`src/rtl/brg_cgra_link_arbiter.sv`:
```
// rtl/brg_cgra_link_arbiter.sv - N-channel link concentrator onto one accelerator port
// Buffered, credit-limited round-robin request arbitration with y-steered responses.
module brg_cgra_link_arbiter #(
    parameter int num_links_p       = 4,
    parameter int fwd_width_p       = 32,
    parameter int rev_width_p       = 32,
    parameter int y_cord_width_p    = 7,
    parameter int resp_y_lsb_p      = 0,
    parameter int fifo_depth_p      = 2,
    parameter int max_out_credits_p = 32
) (
    input  logic                                                   clk_i,
    input  logic                                                   reset_n_i,
    input  logic [num_links_p*y_cord_width_p-1:0]                  link_y_cord_i,
    input  logic [num_links_p-1:0]                                 req_v_i,
    input  logic [num_links_p*fwd_width_p-1:0]                     req_data_i,
    output logic [num_links_p-1:0]                                 req_ready_o,
    output logic                                                   xcel_req_v_o,
    output logic [fwd_width_p-1:0]                                 xcel_req_data_o,
    output logic [$clog2(num_links_p)-1:0]                         xcel_req_src_o,
    input  logic                                                   xcel_req_ready_i,
    input  logic                                                   xcel_resp_v_i,
    input  logic [rev_width_p-1:0]                                 xcel_resp_data_i,
    output logic                                                   xcel_resp_ready_o,
    output logic [num_links_p-1:0]                                 resp_v_o,
    output logic [num_links_p*rev_width_p-1:0]                     resp_data_o,
    input  logic [num_links_p-1:0]                                 resp_ready_i,
    output logic [num_links_p*$clog2(max_out_credits_p+1)-1:0]     outstanding_o,
    output logic [15:0]                                            drop_count_o
);

    localparam int src_w = $clog2(num_links_p);
    localparam int out_w = $clog2(max_out_credits_p + 1);
    localparam int ptr_w = $clog2(fifo_depth_p);
    localparam int cnt_w = $clog2(fifo_depth_p + 1);

    localparam logic [ptr_w-1:0] last_slot  = ptr_w'(fifo_depth_p - 1);
    localparam logic [cnt_w-1:0] full_count = cnt_w'(fifo_depth_p);
    localparam logic [out_w-1:0] max_credit = out_w'(max_out_credits_p);
    localparam logic [src_w-1:0] last_link  = src_w'(num_links_p - 1);

    logic [num_links_p-1:0]             eligible;
    logic [num_links_p*fwd_width_p-1:0] head_flat;
    logic [src_w-1:0]                   ptr;
    logic [src_w-1:0]                   grant;
    logic                               grant_found;
    logic                               load;
    logic                               take;

    logic                               rsp_full;
    logic [rev_width_p-1:0]             rsp_data;
    logic [src_w-1:0]                   rsp_tgt;
    logic                               deliver;
    logic                               accept;
    logic [y_cord_width_p-1:0]          resp_y;
    logic                               hit;
    logic [src_w-1:0]                   hit_idx;
    logic [out_w-1:0]                   hit_outst;
    logic                               hit_dec;
    logic                               keep;

    // Per-channel request FIFO and outstanding-credit counter.
    for (genvar i = 0; i < num_links_p; i++) begin : g_link
        logic [fwd_width_p-1:0] mem [fifo_depth_p];
        logic [ptr_w-1:0]       rd_ptr;
        logic [ptr_w-1:0]       wr_ptr;
        logic [cnt_w-1:0]       count;
        logic [out_w-1:0]       outst;
        logic                   push;
        logic                   pop;
        logic                   ret;

        assign req_ready_o[i] = reset_n_i & (count != full_count);
        assign push           = req_v_i[i] & req_ready_o[i];
        assign pop            = take & (grant == src_w'(i));
        assign ret            = resp_v_o[i] & resp_ready_i[i];
        assign eligible[i]    = (count != '0) & (outst < max_credit);
        assign head_flat[i*fwd_width_p +: fwd_width_p] = mem[rd_ptr];
        assign outstanding_o[i*out_w +: out_w]         = outst;
        assign resp_v_o[i]    = rsp_full & (rsp_tgt == src_w'(i));
        assign resp_data_o[i*rev_width_p +: rev_width_p] = rsp_data;

        always_ff @(posedge clk_i) begin
            if (push) begin
                mem[wr_ptr] <= req_data_i[i*fwd_width_p +: fwd_width_p];
            end
        end

        always_ff @(posedge clk_i) begin
            if (!reset_n_i) begin
                rd_ptr <= '0;
                wr_ptr <= '0;
                count  <= '0;
                outst  <= '0;
            end else begin
                if (push) begin
                    wr_ptr <= (wr_ptr == last_slot) ? '0 : wr_ptr + ptr_w'(1);
                end
                if (pop) begin
                    rd_ptr <= (rd_ptr == last_slot) ? '0 : rd_ptr + ptr_w'(1);
                end
                case ({push, pop})
                    2'b10:   count <= count + cnt_w'(1);
                    2'b01:   count <= count - cnt_w'(1);
                    default: count <= count;
                endcase
                case ({pop, ret})
                    2'b10:   outst <= outst + out_w'(1);
                    2'b01:   outst <= outst - out_w'(1);
                    default: outst <= outst;
                endcase
            end
        end
    end

    // Round-robin scan starting at ptr, wrapping modulo num_links_p.
    always_comb begin : arb
        int idx;
        grant_found = 1'b0;
        grant       = '0;
        idx         = 0;
        for (int k = 0; k < num_links_p; k++) begin
            idx = int'(ptr) + k;
            if (idx >= num_links_p) begin
                idx = idx - num_links_p;
            end
            if (!grant_found && eligible[idx]) begin
                grant_found = 1'b1;
                grant       = idx[src_w-1:0];
            end
        end
    end

    assign load = ~xcel_req_v_o | xcel_req_ready_i;
    assign take = load & grant_found;

    always_ff @(posedge clk_i) begin
        if (!reset_n_i) begin
            xcel_req_v_o    <= 1'b0;
            xcel_req_data_o <= '0;
            xcel_req_src_o  <= '0;
            ptr             <= '0;
        end else if (load) begin
            xcel_req_v_o <= grant_found;
            if (grant_found) begin
                xcel_req_data_o <= head_flat[int'(grant)*fwd_width_p +: fwd_width_p];
                xcel_req_src_o  <= grant;
                ptr             <= (grant == last_link) ? '0 : grant + src_w'(1);
            end
        end
    end

    assign deliver           = rsp_full & resp_ready_i[rsp_tgt];
    assign xcel_resp_ready_o = reset_n_i & (~rsp_full | resp_ready_i[rsp_tgt]);
    assign accept            = xcel_resp_v_i & xcel_resp_ready_o;
    assign resp_y            = xcel_resp_data_i[resp_y_lsb_p +: y_cord_width_p];

    // Lowest-numbered channel owning the response's y coordinate wins.
    always_comb begin
        hit     = 1'b0;
        hit_idx = '0;
        for (int i = 0; i < num_links_p; i++) begin
            if (!hit && (link_y_cord_i[i*y_cord_width_p +: y_cord_width_p] == resp_y)) begin
                hit     = 1'b1;
                hit_idx = src_w'(i);
            end
        end
    end

    assign hit_outst = outstanding_o[int'(hit_idx)*out_w +: out_w];
    assign hit_dec   = deliver & (rsp_tgt == hit_idx);
    assign keep      = hit & (hit_outst != out_w'(hit_dec));

    always_ff @(posedge clk_i) begin
        if (!reset_n_i) begin
            rsp_full     <= 1'b0;
            rsp_data     <= '0;
            rsp_tgt      <= '0;
            drop_count_o <= '0;
        end else begin
            if (accept && keep) begin
                rsp_full <= 1'b1;
                rsp_data <= xcel_resp_data_i;
                rsp_tgt  <= hit_idx;
            end else if (deliver) begin
                rsp_full <= 1'b0;
            end
            if (accept && !keep && (drop_count_o != 16'hFFFF)) begin
                drop_count_o <= drop_count_o + 16'd1;
            end
        end
    end

endmodule

```
`config.mk`:
```
export PLATFORM = sky130hd
export DESIGN_NAME = brg_cgra_link_arbiter
export DESIGN_NICKNAME = d
export VERILOG_FILES = /design/src/rtl/brg_cgra_link_arbiter.sv
export SDC_FILE = /design/constraint.sdc
export NUM_CORES = 1
export LEC_CHECK = 0
export ABC_AREA = 0
export CAP_MARGIN = 20
export CORE_MARGIN = 2
export CORE_UTILIZATION = 40
export DETAILED_ROUTE_END_ITERATION = 8
export HOLD_SLACK_MARGIN = 0.02
export PLACE_DENSITY = 0.74
export SETUP_SLACK_MARGIN = 0.15
export SYNTH_ARGS = -nofsm -noshare
export SYNTH_HDL_FRONTEND = slang
export SYNTH_SLANG_ARGS = --single-unit
```
`constraint.sdc`:
```
create_clock -name clk_i -period 4.1 [get_ports clk_i]
set_input_delay 0.82 -clock clk_i [delete_from_list [all_inputs] [get_ports clk_i]]
set_output_delay 0.82 -clock clk_i [all_outputs]
set_load 0.1 [all_outputs]
```
# [Word-level counts from Yosys, hierarchy flattened]
# Memory sizes are Yosys's and may differ from the RTL's. A register that Yosys moved wholly into a read port is not among the register bits.
# Cells that the tools add are included.
[classes] addsub=33 n_mul=1 order_cmp=13 eq_ne=33 shift=2 n_mux=68 n_bitwise=34 reduce_logical=32
[op_table] cell="< comparator 32 x 4 -> 1 bit (second input constant)" count=4
[op_table] cell="2-to-1 mux 32 bit" count=4
[op_table] cell="indexed part select 128 x 8 -> 32 bit" count=1
[op_table] cell="case mux 6 bit (2 select lines)" count=4
[op_table] cell="2-to-1 mux 1 bit" count=44
[op_table] cell="bitwise AND 1 bit" count=30
[op_table] cell="== test 7 bit" count=4
[op_table] cell="nonzero test 2 bit" count=13
[op_table] cell="adder 6 x 1 -> 6 bit (second input constant)" count=4
[op_table] cell="== test 2 bit (second input constant)" count=12
[op_table] cell="< comparator 6 bit (second input constant)" count=4
[op_table] cell="indexed part select 24 x 6 -> 6 bit" count=1
[op_table] cell="subtractor 6 x 1 -> 6 bit (second input constant)" count=4
[op_table] cell="== test 2 x 1 -> 1 bit (second input constant)" count=10
[op_table] cell="adder 16 x 1 -> 16 bit (second input constant)" count=1
[op_table] cell="!= test 16 bit (second input constant)" count=1
[op_table] cell="case mux 2 bit (2 select lines)" count=4
[op_table] cell="2-to-1 mux 2 bit" count=7
[op_table] cell="subtractor 3 x 3 -> 4 bit (second input constant)" count=3
[op_table] cell="adder 2 x 1 -> 2 bit (second input constant)" count=5
[op_table] cell="binary-select mux 1 bit (select 2 bit)" count=5
[op_table] cell="greater-or-equal comparator 3 bit (second input constant)" count=3
[op_table] cell="logical AND 1 bit" count=9
[op_table] cell="adder 1 bit (second input constant)" count=8
[op_table] cell="other kinds (15)" count=31
[word_totals] reg_bits=128 ram_bits=256 memories=4
[memory_table] memory="g_link[0].mem" words=2 width=32 read_ports=1 rd_ports_with_merged_regs=1 write_ports=1 line="64" rtl="logic [fwd_width_p-1:0] mem [fifo_depth_p];"
[memory_table] memory="g_link[1].mem" words=2 width=32 read_ports=1 rd_ports_with_merged_regs=1 write_ports=1 line="64"
[memory_table] memory="g_link[2].mem" words=2 width=32 read_ports=1 rd_ports_with_merged_regs=1 write_ports=1 line="64"
[memory_table] memory="g_link[3].mem" words=2 width=32 read_ports=1 rd_ports_with_merged_regs=1 write_ports=1 line="64"

# [Depth between registers and ports, before layout]
[depth] ltp_word=19 ltp_mapped=19 depth_no_buf=17

# [Least setup slack after synthesis]
# No wires, ideal clock.
[synth_path] path_type="input-to-reg" from="in reset_n_i" to="mem g_link[0].mem[0][0] (enable)" setup_ns=0.423 arrival_time_ns=5.164 required_ns=3.677 slack_ns=-1.487 stages=4 path_cell_list="clkbuf_1 > a21boi_0 > nand2_1 > nor2_1"
[synth_between] elab_chain_cells=4
[synth_lines] element="start, declared" line="13" rtl="input logic reset_n_i,"
[synth_lines] element="bitwise AND 1 bit" line="73" rtl="assign req_ready_o[i] = reset_n_i & (count != full_count);"
[synth_lines] element="named net req_ready_o[0]" line="17" rtl="output logic [num_links_p-1:0] req_ready_o,"
[synth_lines] element="bitwise AND 1 bit" line="74" rtl="assign push = req_v_i[i] & req_ready_o[i];"
[synth_lines] element="2-to-1 mux 1 bit" line="84" rtl="if (push) begin"
[synth_lines] element="2-to-1 mux 1 bit (not written as such)" line="85" rtl="mem[wr_ptr] <= req_data_i[i*fwd_width_p +: fwd_width_p];"
[synth_lines] element="end, declared" line="64"
# The timed path passes the listed nets, and every way through them passes these cells.

# [Worst setup path in the final report]
[layout_path] from="reg g_link[0].outst[5]" to="reg g_link[1].outst[5]"
[layout_between] elab_chain_cells=19
[layout_lines] element="start, declared" line="68" rtl="logic [out_w-1:0] outst;"
[layout_lines] element="start signal, assigned" line="108" rtl="2'b10: outst <= outst + out_w'(1);"
[layout_lines] element="start signal, assigned" line="109" rtl="2'b01: outst <= outst - out_w'(1);"
[layout_lines] element="start signal, assigned" line="110" rtl="default: outst <= outst;"
[layout_lines] element="< comparator 6 bit *" line="77" rtl="assign eligible[i] = (count != '0) & (outst < max_credit);"
[layout_lines] element="bitwise AND 1 bit *" line="77"
[layout_lines] element="binary-select mux 1 bit (select 2 bit)" line="127" rtl="if (!grant_found && eligible[idx]) begin"
[layout_lines] element="2-to-1 mux 1 bit (not written as such) (2 in a row)" line="127"
[layout_lines] element="2-to-1 mux 1 bit" line="127"
[layout_lines] element="logical NOT 1 bit" line="127"
[layout_lines] element="logical AND 1 bit" line="127"
[layout_lines] element="2-to-1 mux 1 bit" line="127"
[layout_lines] element="[... 2 more ...]"
[layout_lines] element="2-to-1 mux 1 bit" line="127"
[layout_lines] element="logical NOT 1 bit" line="127"
[layout_lines] element="logical AND 1 bit" line="127"
[layout_lines] element="2-to-1 mux 2 bit or 2-to-1 mux 1 bit (tied branches)" line="127"
[layout_lines] element="== test 2 x 1 -> 1 bit or bitwise AND 1 bit (tied branches)" line="75, 135"
[layout_lines] element="bitwise AND 1 bit *" line="75" rtl="assign pop = take & (grant == src_w'(i));"
[layout_lines] element="== test 2 x 1 -> 1 bit or == test 2 bit (tied branches)" line="107" rtl="case ({pop, ret})"
[layout_lines] element="case mux 6 bit (2 select lines) or nonzero test 2 bit (tied branches)"
[layout_lines] element="end signal, assigned" line="108"
[layout_lines] element="end signal, assigned" line="109"
[layout_lines] element="end signal, assigned" line="110"
[layout_lines] element="end, declared" line="68"
# Mark *: on every way between the ends. The rest lies on a longest branch, timed or not. The select of a mux whose other input is x is not followed.
# A chain may end at the register's enable or synchronous reset.

==> run metrics <==
ys async rst share 0; CP max FO 14; internal power just over 9 mW; # H-tree levels 2; # DRC 0; total number of vias between 10000 and 15000; chip height ~210 microns; top post-synthesis cells by area edfxtp_1, dfxtp_1, mux2i_1, a211oi_1, buf_4; CTS max path bufs 3; largest family of logic cells by synthesized area compound AO/OA/AOI/OAI gates; Area growth, synth to finish 32.6%; crit start category flip-flop; die width between 200 and 250 microns; Final Hold Fails 0; layout cells sized above 1 0.0884; Req. time, crit path 4.59 ns; final instance area between 20000 and 25000 sq um; Total Routed Length approximately 47000 microns; Synth Area in Adders 0.0255; post-placement cell count between 2000 and 2500; Power per Cell Area approximately 660 nW/um^2; Compound-Gate Fraction of Synth Area 0.114; Final Util 0.537; sw frac 0.398; Hold Path Class reg2reg; CP Capture Type flip-flop; Yosys top cell area share 0.442; Slew Limit Headroom 0.261; Placed Area roughly 22000 sq um; Syn Inst Count 1406; number of synthesized flops with an enable pin 256; Yosys Warn Count 0; post-synthesis sequential area ratio 0.594; GRT Residual Overflow 0; post-DP HPWL roughly 33000 microns; footprint of the multi-input gates roughly 5900 sq um; initial antenna violation count 13; drt first pass iters 4; Seq pwr share 0.328; prevailing post-synth register cell edfxtp_1; combinational cell fraction of total power 0.401; syn_nets ~1600; xor/xnor cell area share of the yosys netlist 0.0317; Port Buf Inserts between 400 and 500; Fillers 3647; IO Pins 412; clk slew on worst S/H paths approximately 0.06 ns; Final period util 0.864; RSZ-0062 raised after global routing false; simple logic cell fraction of the synthesized area 0.0976; # nets final 1952; # rows 76; mux cell area share after synthesis 0.0680; max_cap viols 0; Achievable Freq around 280 MHz; status completed; #FFs+latches synth 388; Num CTS Buffers 43; clock sink count a little under 400; Synth cell types 53; initial detailed-routing violation count slightly below 600; post-route insts no fill approximately 2300; area occupied by registers 10300 sq um; Worst EP arrival 4.03 ns; Clock Latency Late Sink approximately 0.57 ns; most frequent cells in the layout clkdlybuf4s50_1, edfxtp_1, dfxtp_1, mux2i_1, nor2b_1; final worst clock skew approximately 0.011 ns; Via density roughly 5; FF-to-FF setup slack 0.56 ns; Core Region 43000 sq um; antenna-violating nets left 0; WS Path Type reg2reg; TritonCTS clock tree built; Cell Area, Synth between 15000 and 20000 sq um; # setup viols final 0; GPL Wtd Cong ~0.89; first-pass GRT wire length 68600 microns; Root Buffer clkbuf_16; Net Sw Power ~6.1 mW; commonest non-fill, non-tap cell in the layout clkdlybuf4s50_1; vias in the first global route 12000; wire per inst about 20 microns; hold buffer count at cts 0; Clock Power Share 0.271; Leakage 8.62 nW; Mean Syn Cell Area 12.4 sq um; die area 45200 sq um; Initial Utilization 0.405; Slew Viols, Final 0; Final Critical Period approximately 3.5 ns; maximum resistive drop on vdd ~0.8 mV; worst slew pin tran around 1.1 ns; Yosys top cell by area edfxtp_1; GRT Util Overall 0.203; setup TNS 0 ns; largest net degree at the start of global routing 130
==> logic make-up (layout without fill, tap and decap cells) <==
family / Yosys count / count (layout)
AO/OA/AOI/OAI: 287 / 287
flip-flops: 388 / 388
XOR/XNOR: 63 / 63
AND/OR/NAND/NOR: 306 / 306
multiplexers: 117 / 117
buffers and inverters: 212 / 560
adder cells (fa/ha/maj): 33 / 33
other: 0 / 3
==> area by class of cell <==
class / count / area share
clock buffers: 51 / 0.0506
flip-flops and latches: 388 / 0.448
repair buffers: 447 / 0.190
diodes: 3 / 0.000325
multi-input cells: 806 / 0.257
clock inverters: 29 / 0.0160
inverters: 33 / 0.00537
well taps: 585 / 0.0317
==> critical path, cell delays in order (launching register included) <==
cell      delay [ns]
dfxtp_4         0.36
o21bai_2        0.23
o21ai_0         0.20
a21oi_1         0.14
o21ai_4         0.17
buf_4           0.25
ha_1            0.18
nand2_1         0.12
ha_1            0.31
ha_1            0.29
a21o_1          0.17
a21oi_1         0.21
o21bai_1        0.09
a21oi_1         0.18
xnor2_1         0.09
or3_1           0.30
a21boi_0        0.16
==> state kept, by name, indices dropped and copies added (netlist names), named ones only <==
| name | cells |
|---|---|
| drop_count_o | 16 |
| g_link.mem | 256 |
| xcel_req_src_o | 2 |
| rsp_full | 1 |
| g_link.wr_ptr | 4 |
| g_link.count | 8 |
| g_link.rd_ptr | 4 |
| xcel_req_v_o | 1 |
| ptr | 2 |
| g_link.outst | 24 |
| xcel_req_data_o | 32 |
| rsp_data | 32 |
| rsp_tgt | 2 |
==> metrics by stage <==
step           power (mW)  worst slack [ns]  hold slack, ns
3_5_place_dp         11.3             0.170           0.477
6_report             15.3             0.557           0.489
3_3_place_gp         11.2             0.250           0.464
5_1_grt              16.1             0.248           0.510
4_1_cts              15.5             0.448           0.489
2_1_floorplan        9.28             0.186           0.489
==> worst paths after layout <==
path | from | to | cells after the start
setup / recovery | g_link[0].outst[5] | g_link[1].outst[5] | 16
hold / removal | drop_count_o[4] | drop_count_o[4] | 1
setup reg to reg | g_link[0].outst[5] | g_link[1].outst[5] | 16
hold reg to reg | drop_count_o[4] | drop_count_o[4] | 1
==> power by group through the flow <==
stage          sequential, mW  combinational [mW]  clock [mW]
3_5_place_dp             5.09                6.18           0
2_1_floorplan            6.00                3.28           0
3_3_place_gp             5.07                6.09           0
5_1_grt                  5.06                6.61        4.38
4_1_cts                  5.01                6.22        4.24
6_report                 5.01                6.13        4.14
==> routing by layer <==
| metal | GRT usage | vias to the layer above | part of all wire | wire length [microns] |
|---|---|---|---|---|
| li1 | - | 5641 | - | - |
| met1 | 0.217 | 5611 | 0.37 | 17400 |
| met2 | 0.360 | 398 | 0.50 | 23400 |
| met3 | 0.0651 | 123 | 0.082 | 3880 |
| met4 | 0.103 | 20 | 0.049 | 2320 |
| met5 | 0 | - | 0.0030 | 140 |
==> synthesized netlist by cell type, drive strengths merged, types with 25 or more instances <==
library cell,number
buf,109
dfxtp,132
nand2,78
xnor2,38
ha,29
xor2,25
mux2i,116
a21oi,84
and2,46
a211oi,97
nor2b,103
inv,33
o211a,32
clkbuf,70
o21ai,32
edfxtp,256
==> timing repair <==
action / 4_1_cts / 5_1_grt
buffers inserted: 0 / 0
setup endpoints to repair: 0 / 1
resized for setup: 0 / 2
Power figures use the tool's default switching activity.
